File: config.mk
export PLATFORM = sky130hd
export DESIGN_NAME = vga_timing_detector
export DESIGN_NICKNAME = d
export VERILOG_FILES = /design/src/rtl/vga_timing_detector.sv
export SDC_FILE = /design/constraint.sdc
export NUM_CORES = 1
export LEC_CHECK = 0
export ABC_AREA = 1
export BUFFER_PORTS_ARGS = -buffer_cell sky130_fd_sc_hd__buf_2
export CAP_MARGIN = 20
export CORE_ASPECT_RATIO = 0.75
export CORE_UTILIZATION = 61
export DETAILED_ROUTE_END_ITERATION = 10
export GPL_TIMING_DRIVEN = 0
export PLACE_DENSITY = 0.84
export SLEW_MARGIN = 25
export SYNTH_ARGS = -nofsm -noshare
export SYNTH_HDL_FRONTEND = slang
export SYNTH_SLANG_ARGS = --single-unit
File: constraint.sdc
create_clock -name clk -period 3.35 [get_ports clk]
set_input_delay 0.67 -clock clk [delete_from_list [all_inputs] [get_ports clk]]
set_output_delay 0.67 -clock clk [all_outputs]
set_load 0.02 [all_outputs]
File: src/rtl/vga_timing_detector.sv
// Receive-side video timing detector.
// Recovers pixel position and start-of-frame from raw hsync/vsync/de,
// measures frame geometry and reports lock once consecutive frames agree.
// Optional statistics ports are enabled by defining VGA_TIMING_DETECTOR_STATS_EN.
module vga_timing_detector #(
    parameter int unsigned XY_BITW     = 16,
    parameter bit          HS_POL      = 1'b0,
    parameter bit          VS_POL      = 1'b0,
    parameter int unsigned LOCK_FRAMES = 2
) (
    input  logic               clk,
    input  logic               rst,
    input  logic               hsync,
    input  logic               vsync,
    input  logic               de,
    output logic               de_o,
    output logic [XY_BITW-1:0] sx,
    output logic [XY_BITW-1:0] sy,
    output logic               frame,
    output logic [XY_BITW-1:0] h_total,
    output logic [XY_BITW-1:0] h_active,
    output logic [XY_BITW-1:0] v_total,
    output logic [XY_BITW-1:0] v_active,
    output logic               locked,
    output logic               err
`ifdef VGA_TIMING_DETECTOR_STATS_EN
    ,
    output logic [31:0]        frame_count,
    output logic [15:0]        err_count
`endif
);

    localparam logic [XY_BITW-1:0] MaxVal  = '1;
    localparam logic [XY_BITW-1:0] One     = XY_BITW'(1);
    localparam logic [31:0]        LockTgt = 32'(LOCK_FRAMES - 1);
    localparam int unsigned        CandW   = 4 * XY_BITW;

    typedef enum logic [1:0] {StSearch, StMeasure, StLocked} state_e;

    // Input pipeline: s1 is the registered input, s2 the previous s1.
    logic hs1_q, vs1_q, de1_q;
    logic hs2_q, vs2_q, de2_q;
    logic hs_edge, vs_edge, de_rise, de_fall;

    // Position recovery.
    logic               de_o_q, frame_q, new_frame_q;
    logic [XY_BITW-1:0] sx_q, sy_q;

    // Working measurement counters.
    logic [XY_BITW-1:0] hcnt_q, hcnt_d;
    logic [XY_BITW-1:0] acnt_q, acnt_d;
    logic [XY_BITW-1:0] lcnt_q, lcnt_d;
    logic [XY_BITW-1:0] rcnt_q, rcnt_d;
    logic [XY_BITW-1:0] line_len_q, line_len_d;
    logic [XY_BITW-1:0] line_active_q, line_active_d;
    logic [XY_BITW-1:0] cand_lcnt;

    // Candidate and committed geometry, packed {h_total, h_active, v_total, v_active}.
    logic [CandW-1:0] cand, stored_q;
    logic             cand_match, hsat, line_bad, run_bad;

    state_e      state_q;
    logic [31:0] match_cnt_q, match_next;
    logic        locked_q, err_q;

    function automatic logic [XY_BITW-1:0] sat_inc(input logic [XY_BITW-1:0] v);
        return (v == MaxVal) ? v : v + One;
    endfunction

    // Register raw inputs twice; reset to inactive levels so no edge follows reset.
    always_ff @(posedge clk) begin
        if (rst) begin
            hs1_q <= ~HS_POL;
            vs1_q <= ~VS_POL;
            de1_q <= 1'b0;
            hs2_q <= ~HS_POL;
            vs2_q <= ~VS_POL;
            de2_q <= 1'b0;
        end else begin
            hs1_q <= hsync;
            vs1_q <= vsync;
            de1_q <= de;
            hs2_q <= hs1_q;
            vs2_q <= vs1_q;
            de2_q <= de1_q;
        end
    end

    assign hs_edge = (hs1_q == HS_POL) && (hs2_q != HS_POL);
    assign vs_edge = (vs1_q == VS_POL) && (vs2_q != VS_POL);
    assign de_rise = de1_q && !de2_q;
    assign de_fall = !de1_q && de2_q;

    // Next-state of the measurement counters and the frame candidate.
    always_comb begin
        hcnt_d        = hs_edge ? '0 : sat_inc(hcnt_q);
        line_len_d    = hs_edge ? sat_inc(hcnt_q) : line_len_q;
        acnt_d        = acnt_q;
        if (de_rise) begin
            acnt_d = One;
        end else if (de1_q) begin
            acnt_d = sat_inc(acnt_q);
        end
        line_active_d = de_fall ? acnt_q : line_active_q;
        // A line ending on the vsync edge belongs to the frame being committed.
        cand_lcnt     = hs_edge ? sat_inc(lcnt_q) : lcnt_q;
        lcnt_d        = vs_edge ? '0 : cand_lcnt;
        // A de run starting on the vsync edge belongs to the new frame.
        rcnt_d        = vs_edge ? '0 : rcnt_q;
        if (de_rise) begin
            rcnt_d = vs_edge ? One : sat_inc(rcnt_q);
        end
        cand       = {line_len_d, line_active_d, cand_lcnt, rcnt_q};
        cand_match = (cand == stored_q);
        match_next = cand_match ? match_cnt_q + 32'd1 : 32'd0;
        hsat       = (hcnt_q == MaxVal);
        line_bad   = hs_edge && (line_len_d != stored_q[CandW-1 -: XY_BITW]);
        run_bad    = de_fall && (acnt_q != stored_q[3*XY_BITW-1 -: XY_BITW]);
    end

    // Measurement counter registers.
    always_ff @(posedge clk) begin
        if (rst) begin
            hcnt_q        <= '0;
            acnt_q        <= '0;
            lcnt_q        <= '0;
            rcnt_q        <= '0;
            line_len_q    <= '0;
            line_active_q <= '0;
        end else begin
            hcnt_q        <= hcnt_d;
            acnt_q        <= acnt_d;
            lcnt_q        <= lcnt_d;
            rcnt_q        <= rcnt_d;
            line_len_q    <= line_len_d;
            line_active_q <= line_active_d;
        end
    end

    // Pixel position, aligned de and start-of-frame pulse.
    always_ff @(posedge clk) begin
        if (rst) begin
            de_o_q      <= 1'b0;
            sx_q        <= '0;
            sy_q        <= '0;
            frame_q     <= 1'b0;
            new_frame_q <= 1'b0;
        end else begin
            de_o_q  <= de1_q;
            frame_q <= 1'b0;
            if (vs_edge) begin
                new_frame_q <= 1'b1;
            end
            if (de_rise) begin
                sx_q <= '0;
                if (new_frame_q || vs_edge) begin
                    sy_q        <= '0;
                    new_frame_q <= 1'b0;
                    frame_q     <= 1'b1;
                end else begin
                    sy_q <= sat_inc(sy_q);
                end
            end else if (de1_q) begin
                sx_q <= sat_inc(sx_q);
            end
        end
    end

    // Lock state machine with committed geometry, lock flag and error pulse.
    always_ff @(posedge clk) begin
        if (rst) begin
            state_q     <= StSearch;
            match_cnt_q <= '0;
            stored_q    <= '0;
            locked_q    <= 1'b0;
            err_q       <= 1'b0;
        end else begin
            err_q <= 1'b0;
            if (hsat) begin
                // No hsync for a full counter range: the source is gone.
                state_q     <= StSearch;
                match_cnt_q <= '0;
                locked_q    <= 1'b0;
                err_q       <= (state_q == StLocked);
            end else begin
                unique case (state_q)
                    StSearch: begin
                        if (vs_edge) begin
                            state_q     <= StMeasure;
                            match_cnt_q <= '0;
                        end
                    end
                    StMeasure: begin
                        if (vs_edge) begin
                            stored_q    <= cand;
                            match_cnt_q <= match_next;
                            if (match_next >= LockTgt) begin
                                state_q  <= StLocked;
                                locked_q <= 1'b1;
                            end
                        end
                    end
                    StLocked: begin
                        if (line_bad || run_bad || (vs_edge && !cand_match)) begin
                            state_q     <= StMeasure;
                            match_cnt_q <= '0;
                            locked_q    <= 1'b0;
                            err_q       <= 1'b1;
                            stored_q    <= cand;
                        end else if (vs_edge) begin
                            stored_q <= cand;
                        end
                    end
                    default: state_q <= StSearch;
                endcase
            end
        end
    end

`ifdef VGA_TIMING_DETECTOR_STATS_EN
    logic [31:0] frame_count_q;
    logic [15:0] err_count_q;

    // Frame commits while locked, and saturating count of error pulses.
    always_ff @(posedge clk) begin
        if (rst) begin
            frame_count_q <= '0;
            err_count_q   <= '0;
        end else begin
            if (vs_edge && !hsat && (state_q == StLocked)) begin
                frame_count_q <= frame_count_q + 32'd1;
            end
            if (err_q && (err_count_q != 16'hFFFF)) begin
                err_count_q <= err_count_q + 16'd1;
            end
        end
    end

    assign frame_count = frame_count_q;
    assign err_count   = err_count_q;
`endif

    assign de_o     = de_o_q;
    assign sx       = sx_q;
    assign sy       = sy_q;
    assign frame    = frame_q;
    assign h_total  = stored_q[CandW-1 -: XY_BITW];
    assign h_active = stored_q[3*XY_BITW-1 -: XY_BITW];
    assign v_total  = stored_q[2*XY_BITW-1 -: XY_BITW];
    assign v_active = stored_q[XY_BITW-1 -: XY_BITW];
    assign locked   = locked_q;
    assign err      = err_q;

endmodule

* Word level (Yosys, flattened, before mapping)
Cells that the tools add are included.
** Word-level totals
- Memories kept :: 0
- Memory bits (read-only) :: 0
- Bits in writable memories :: 0
- Bits in latches :: 0
- Register bits after elaboration :: 236
- Output and inout bits :: 100
** Operators by class
- Divide/modulo/power cells :: 0
- Shifts and indexed selects :: 0
- Eq/ne operators :: 18
- Add/subtract/negate cells :: 7
- Bitwise gates (word level) :: 6
- $mul :: 0
- Multiplexer cells :: 38
- Order comparisons :: 1
- Reductions and logical operators :: 32
** Operators by type and width (number)
- 16-bit two-way mux :: 11
- 32-bit two-way mux :: 4
- 64-bit two-way mux :: 2
- 64-bit case mux with 2 select lines :: 1
- 16-bit by 1-bit adder with 16-bit output, second input constant :: 6
- 16-bit == test, second input constant :: 6
- 32-bit case mux with 3 select lines :: 1
- 64-bit == test :: 1
- 32-bit by 1-bit adder with 32-bit output, second input constant :: 1
- 32-bit by 1-bit >= comparator with 1-bit output, second input constant :: 1
- 16-bit != test :: 2
- 1-bit two-way mux :: 13
- 2-bit != test, second input constant :: 6
- 2-bit AND reduction :: 6
- 4-bit AND reduction :: 3
- 2-bit OR reduction :: 5
- 2-bit two-way mux :: 4
- 1-bit logical AND :: 7
- 1-bit inverter :: 6
- 2-bit case mux with 3 select lines :: 1
- 2-bit nonzero test :: 3
- 1-bit zero test :: 3
- 1-bit logical OR :: 3
- 3-bit nonzero test :: 1
- other kinds (5) :: 5

* Longest topological paths before layout
- Word-level depth :: 10
- Gate-level depth with buffers :: 27

* Worst setup path before layout
OpenSTA, ideal clock, no wires.
- Kind :: register to register
- From :: register hcnt_q[0]
- To :: register stored_q[16]
- Path buffers :: 3
- Arrival time :: 2.637 ns
- Required time :: 3.231 ns
- Period minus slack after synthesis :: 2.756 ns
- Path slack :: 0.594 ns
- Cell stages (with the launch flop) :: 26
- Cell sequence :: dfxtp_1 -> ha_1 -> inv_2 -> nor2_4 -> nand2_4 -> nor2_8 -> inv_2 -> buf_6 -> nand3_2 -> nand2_2 -> nand2_1 -> nand2_1 -> nor2_1 -> nand2_1 -> nor2_2 -> inv_2 -> nor2_4 -> nand2_2 -> nand2_2 -> nand2_2 -> nand2_1 -> nand2_1 -> nand2_2 -> buf_2 -> buf_2 -> a21oi_1
** On the way
- Cells in the longest elaborated chain, start to end :: 9
- Elaborated cells on any way between the ends :: 15
** RTL lines
- start: declaration :: RTL line 50 : logic [XY_BITW-1:0] hcnt_q, hcnt_d;
- start signal: assignment :: RTL line 131 : hcnt_q <= hcnt_d;
- 16-bit by 1-bit adder with 16-bit output / 16-bit == test (equally long branches) :: RTL line 67, 116
- 16-bit two-way mux :: RTL line 67 : return (v == MaxVal) ? v : v + One;
- 16-bit two-way mux :: RTL line 97 : line_len_d = hs_edge ? sat_inc(hcnt_q) : line_len_q;
- 64-bit == test / 16-bit != test (equally long branches) :: RTL line 114, 117
- 1-bit zero test / 1-bit logical AND (equally long branches) :: RTL line 204, 117
- 1-bit logical AND / 1-bit logical OR (equally long branches) :: RTL line 204 : if (line_bad || run_bad || (vs_edge && !cand_match)) begin
- 1-bit logical OR :: RTL line 204
- 64-bit two-way mux :: RTL line 204
- 64-bit case mux with 2 select lines :: RTL line 186 : unique case (state_q)
- end signal: assignment :: RTL line 195 : stored_q <= cand;
- end signal: assignment :: RTL line 209 : stored_q <= cand;
- end signal: assignment :: RTL line 211 : stored_q <= cand;
- end: declaration :: RTL line 59 : logic [CandW-1:0] cand, stored_q;
Several ways; a longest one is shown, not always the timed one.
A chain may end at the register's enable or synchronous reset.

* Final worst setup path
- From :: register lcnt_q[0]
- To :: register stored_q[56]
** On the way
- Cells in the longest elaborated chain, start to end :: 9
- Elaborated cells on any way between the ends :: 10
** RTL lines
- start: declaration :: RTL line 52 : logic [XY_BITW-1:0] lcnt_q, lcnt_d;
- start signal: assignment :: RTL line 133 : lcnt_q <= lcnt_d;
- 16-bit by 1-bit adder with 16-bit output / 16-bit == test (equally long branches) :: RTL line 67
- 16-bit two-way mux :: RTL line 67
- 16-bit two-way mux (*) :: RTL line 106 : cand_lcnt = hs_edge ? sat_inc(lcnt_q) : lcnt_q;
- 64-bit == test (*) :: RTL line 114 : cand_match = (cand == stored_q);
- 1-bit zero test (*) :: RTL line 204
- 1-bit logical AND (*) :: RTL line 204
- 1-bit logical OR (*) :: RTL line 204
- 64-bit two-way mux (*) :: RTL line 204
- 64-bit case mux with 2 select lines (*) :: RTL line 186
Mark *: on every way between the ends. The rest lies on a longest branch, timed or not.

==> impl_metrics.csv <==
group,metric,value,unit
synth,synth_area_leader_cell,"dfxtp_1",
drt,initialDrtViolationCount,1470,
synth,syn_nets,1951,
die,fp-row-count,45,
sta,worst_slew_pin_slew,0.7490,ns
synth,ys_seq_area_frac,0.3719,
worst_setup_path,setup.worst_path.start_class,"register",
cells_and_area,layout_common_cells,"nand2_1, inv_1, dfxtp_1",
synth,ys.flop_type,"dfxtp_1",
drt,antenna_left,0,
sta,hold_viol,0,
drt,wire_per_inst,15.65,um
clock_tree,cts_tree,"yes",
synth,ys_ff_latch,236,
die,io_pins,105,
cells_and_area,largest_reg_flops,64,
place,hpwl,26850,um
die,fp.dieArea,21410,um2
status,outcome,"complete, no violations",
die,die_w,168.6,um
sta,drv_slew,0,
cells_and_area,top_register,"stored_q",
synth,yosysUniqueCellTypes,48,
drt,routed_via_density,5.646,
worst_setup_path,critical_path_arrival,3.67,ns
run,maxCapViolCount,0,
sta,finalSetupTns,0,ns
clock_tree,htree_levels,1,
sta,fmax,308.7,MHz
grt,grt_pass1_vias,11940,
worst_setup_path,critPathCaptureType,"register",
cells_and_area,n_antenna_cell,0,
place,place_congestion,1.009,
pwr,powerDensity,598.0,nW/um2
worst_setup_path,crit_required,3.78,ns
synth,synth_cells,1935,
die,initial_core_util,0.6249,
sta,finalCritPeriodShare,0.9670,
worst_setup_path,crit_type,"register to register",
clock_tree,cts_buffers,24,
die,fp.dieH,127.0,um
synth,async_reset_ff_frac,0,
cells_and_area,fillers,1700,
synth,yosysWarnings,0,
synth,syn_area_per_cell,6.564,um2
sta,whs,0.3300,ns
cells_and_area,seqCellArea,4737,um2
cells_and_area,drive_gt1_frac,0.1345,
grt,grtUsageTotal,0.3394,
pwr,irDropWorstVdd,0.3988,mV
cells_and_area,nets,2087,
clock_tree,ctsHoldBuffers,0,
sta,period_minus_slack,3.239,ns
clock_tree,clock_path_buffers,3,
synth,synth-edff-count,0,
hold_path,min_path_type,"input pin to register",
drt,drc,0,
synth,synth_top_area_frac,0.3719,
die,coreArea,20330,um2
synth,synth_area,12700,um2
grt,grt_max_degree,16,
grt,grt_overflow,0,
grt,grt_pass1_wl,59000,um
sta,setup_viol,0,
cells_and_area,final_common_cell,"nand2_1",
clock_tree,root_buffer,"clkbuf_16",
drt,num_vias,13390,
synth,synth_area_leaders,"dfxtp_1, nand2_1, inv_1",
drt,drt-pass1-iter-count,8,
clock_tree,clock-sinks,236,
pwr,p_leak,6.306,nW
sta,slew_headroom,0.5007,
grt,antenna_found_initial,0,
clock_tree,clkLatencyLatePin,0.54,ns
worst_setup_path,worstPathMaxFanout,10,
clock_tree,clk_pin_slew_worst_paths,0.07,ns
cells_and_area,reg.largest.list,"stored_q (64), match_cnt_q (32)",
place,io_buffers,104,
sta,clock-skew-final,0.02283,ns
drt,wl,37110,um
cells_and_area,multi_input_area,6855,um2
cells_and_area,syn2layout_area_growth,16.11,%
[critical path: stages (launching register included)]
cell      delay [ns]
dfxtp_4         0.39
ha_4            0.18
nand3_4         0.12
nor2_4          0.21
nand4_4         0.21
nand3b_1        0.18
nand2_1         0.13
nand2_1         0.08
nand2_1         0.05
inv_1           0.07
nand3_1         0.08
nor2_2          0.18
inv_1           0.07
nor2_2          0.13
nand2_2         0.09
nand2_2         0.07
nand2_2         0.09
nand2_1         0.08
nand2_1         0.06
nand2_2         0.09
inv_2           0.10
buf_6           0.16
buf_6           0.15
nand2_1         0.08
nand2_1         0.07
[synthesized netlist by cell type (4+ instances only)]
| cell | count |
|---|---|
| a211oi_1 | 27 |
| a21oi_1 | 118 |
| a31oi_1 | 5 |
| buf_2 | 21 |
| buf_6 | 7 |
| clkbuf_1 | 25 |
| clkinv_1 | 4 |
| dfxtp_1 | 236 |
| ha_1 | 11 |
| inv_1 | 260 |
| inv_2 | 5 |
| nand2_1 | 486 |
| nand2_2 | 8 |
| nand3_1 | 144 |
| nand3b_1 | 8 |
| nand4_1 | 48 |
| nor2_1 | 211 |
| nor3_1 | 72 |
| nor4_1 | 5 |
| o2111ai_1 | 4 |
| o21ai_0 | 95 |
| o21ai_1 | 4 |
| o31ai_1 | 13 |
| o41ai_1 | 6 |
| or2_2 | 22 |
| xnor2_1 | 19 |
| xor2_1 | 28 |
[final timing paths]
| check | startpoint | end | slack [ns] | cells after the start |
|---|---|---|---|---|
| setup / recovery | lcnt_q[0] | stored_q[56] | 0.11 | 24 |
| hold / removal | hsync | hs1_q | 0.33 | 2 |
| setup reg to reg | lcnt_q[0] | stored_q[56] | 0.11 | 24 |
| hold reg to reg | vs1_q | vs2_q | 0.46 | 2 |
[cells by family (layout without fill, tap and decap cells)]
| kind of cell | after synthesis | after routing | share of synthesized area |
|---|---|---|---|
| compound gates | 288 | 288 | 0.1293 |
| xor+xnor | 47 | 47 | 0.03241 |
| fa+ha+maj | 11 | 11 | 0.01084 |
| buf+inv | 329 | 483 | 0.1044 |
| flops | 236 | 236 | 0.3719 |
| simple gates | 1024 | 1024 | 0.3511 |
[stage by stage]
stage          setup slack [ns]  total power [mW]  utilization  instances  instance area [um2]
2_1_floorplan            0.5936             5.129            -       1935                12700
3_3_place_gp            -0.1474             5.812       0.6679       2321                13580
3_5_place_dp            -0.2306             5.870       0.6679       2321                13580
4_1_cts                 0.01980             8.706       0.7120       2366                14470
5_1_grt                 -0.1092             9.249       0.7256       2371                14750
6_report                 0.1106             8.820       0.7256       2371                14750
[what timing repair did]
| item | 4_1_cts | 5_1_grt |
|---|---|---|
| pin swaps | 0 | 8 |
| setup endpoints to repair | 99 | 104 |
| setup buffers | 1 | 5 |
| resized for setup | 10 | 86 |
[cell type report]
type	instances	share of cell area
Multi-Input combinational cell	1370	0.4648
Sequential cell	236	0.3212
Inverter	270	0.06923
Clock buffer	30	0.04496
Timing Repair Buffer	110	0.03835
Buffer	59	0.02503
Tap cell	282	0.02392
Clock inverter	14	0.01247
[metal layers]
metal / up-vias / share of wire / global-route usage
met4: 0 / 0.024 / 0.09840
met2: 686 / 0.43 / 0.5260
li1: 6581 / - / -
met1: 6052 / 0.44 / 0.4836
met3: 68 / 0.10 / 0.06103
met5: - / 0 / 0
[power by group]
| part | switching (mW) | total, mW | internal, mW |
|---|---|---|---|
| registers | 0.349 | 3.47 | 3.13 |
| logic | 1.68 | 2.50 | 0.822 |
| clock network | 1.19 | 2.84 | 1.65 |
(Power assumes the default switching activity.)
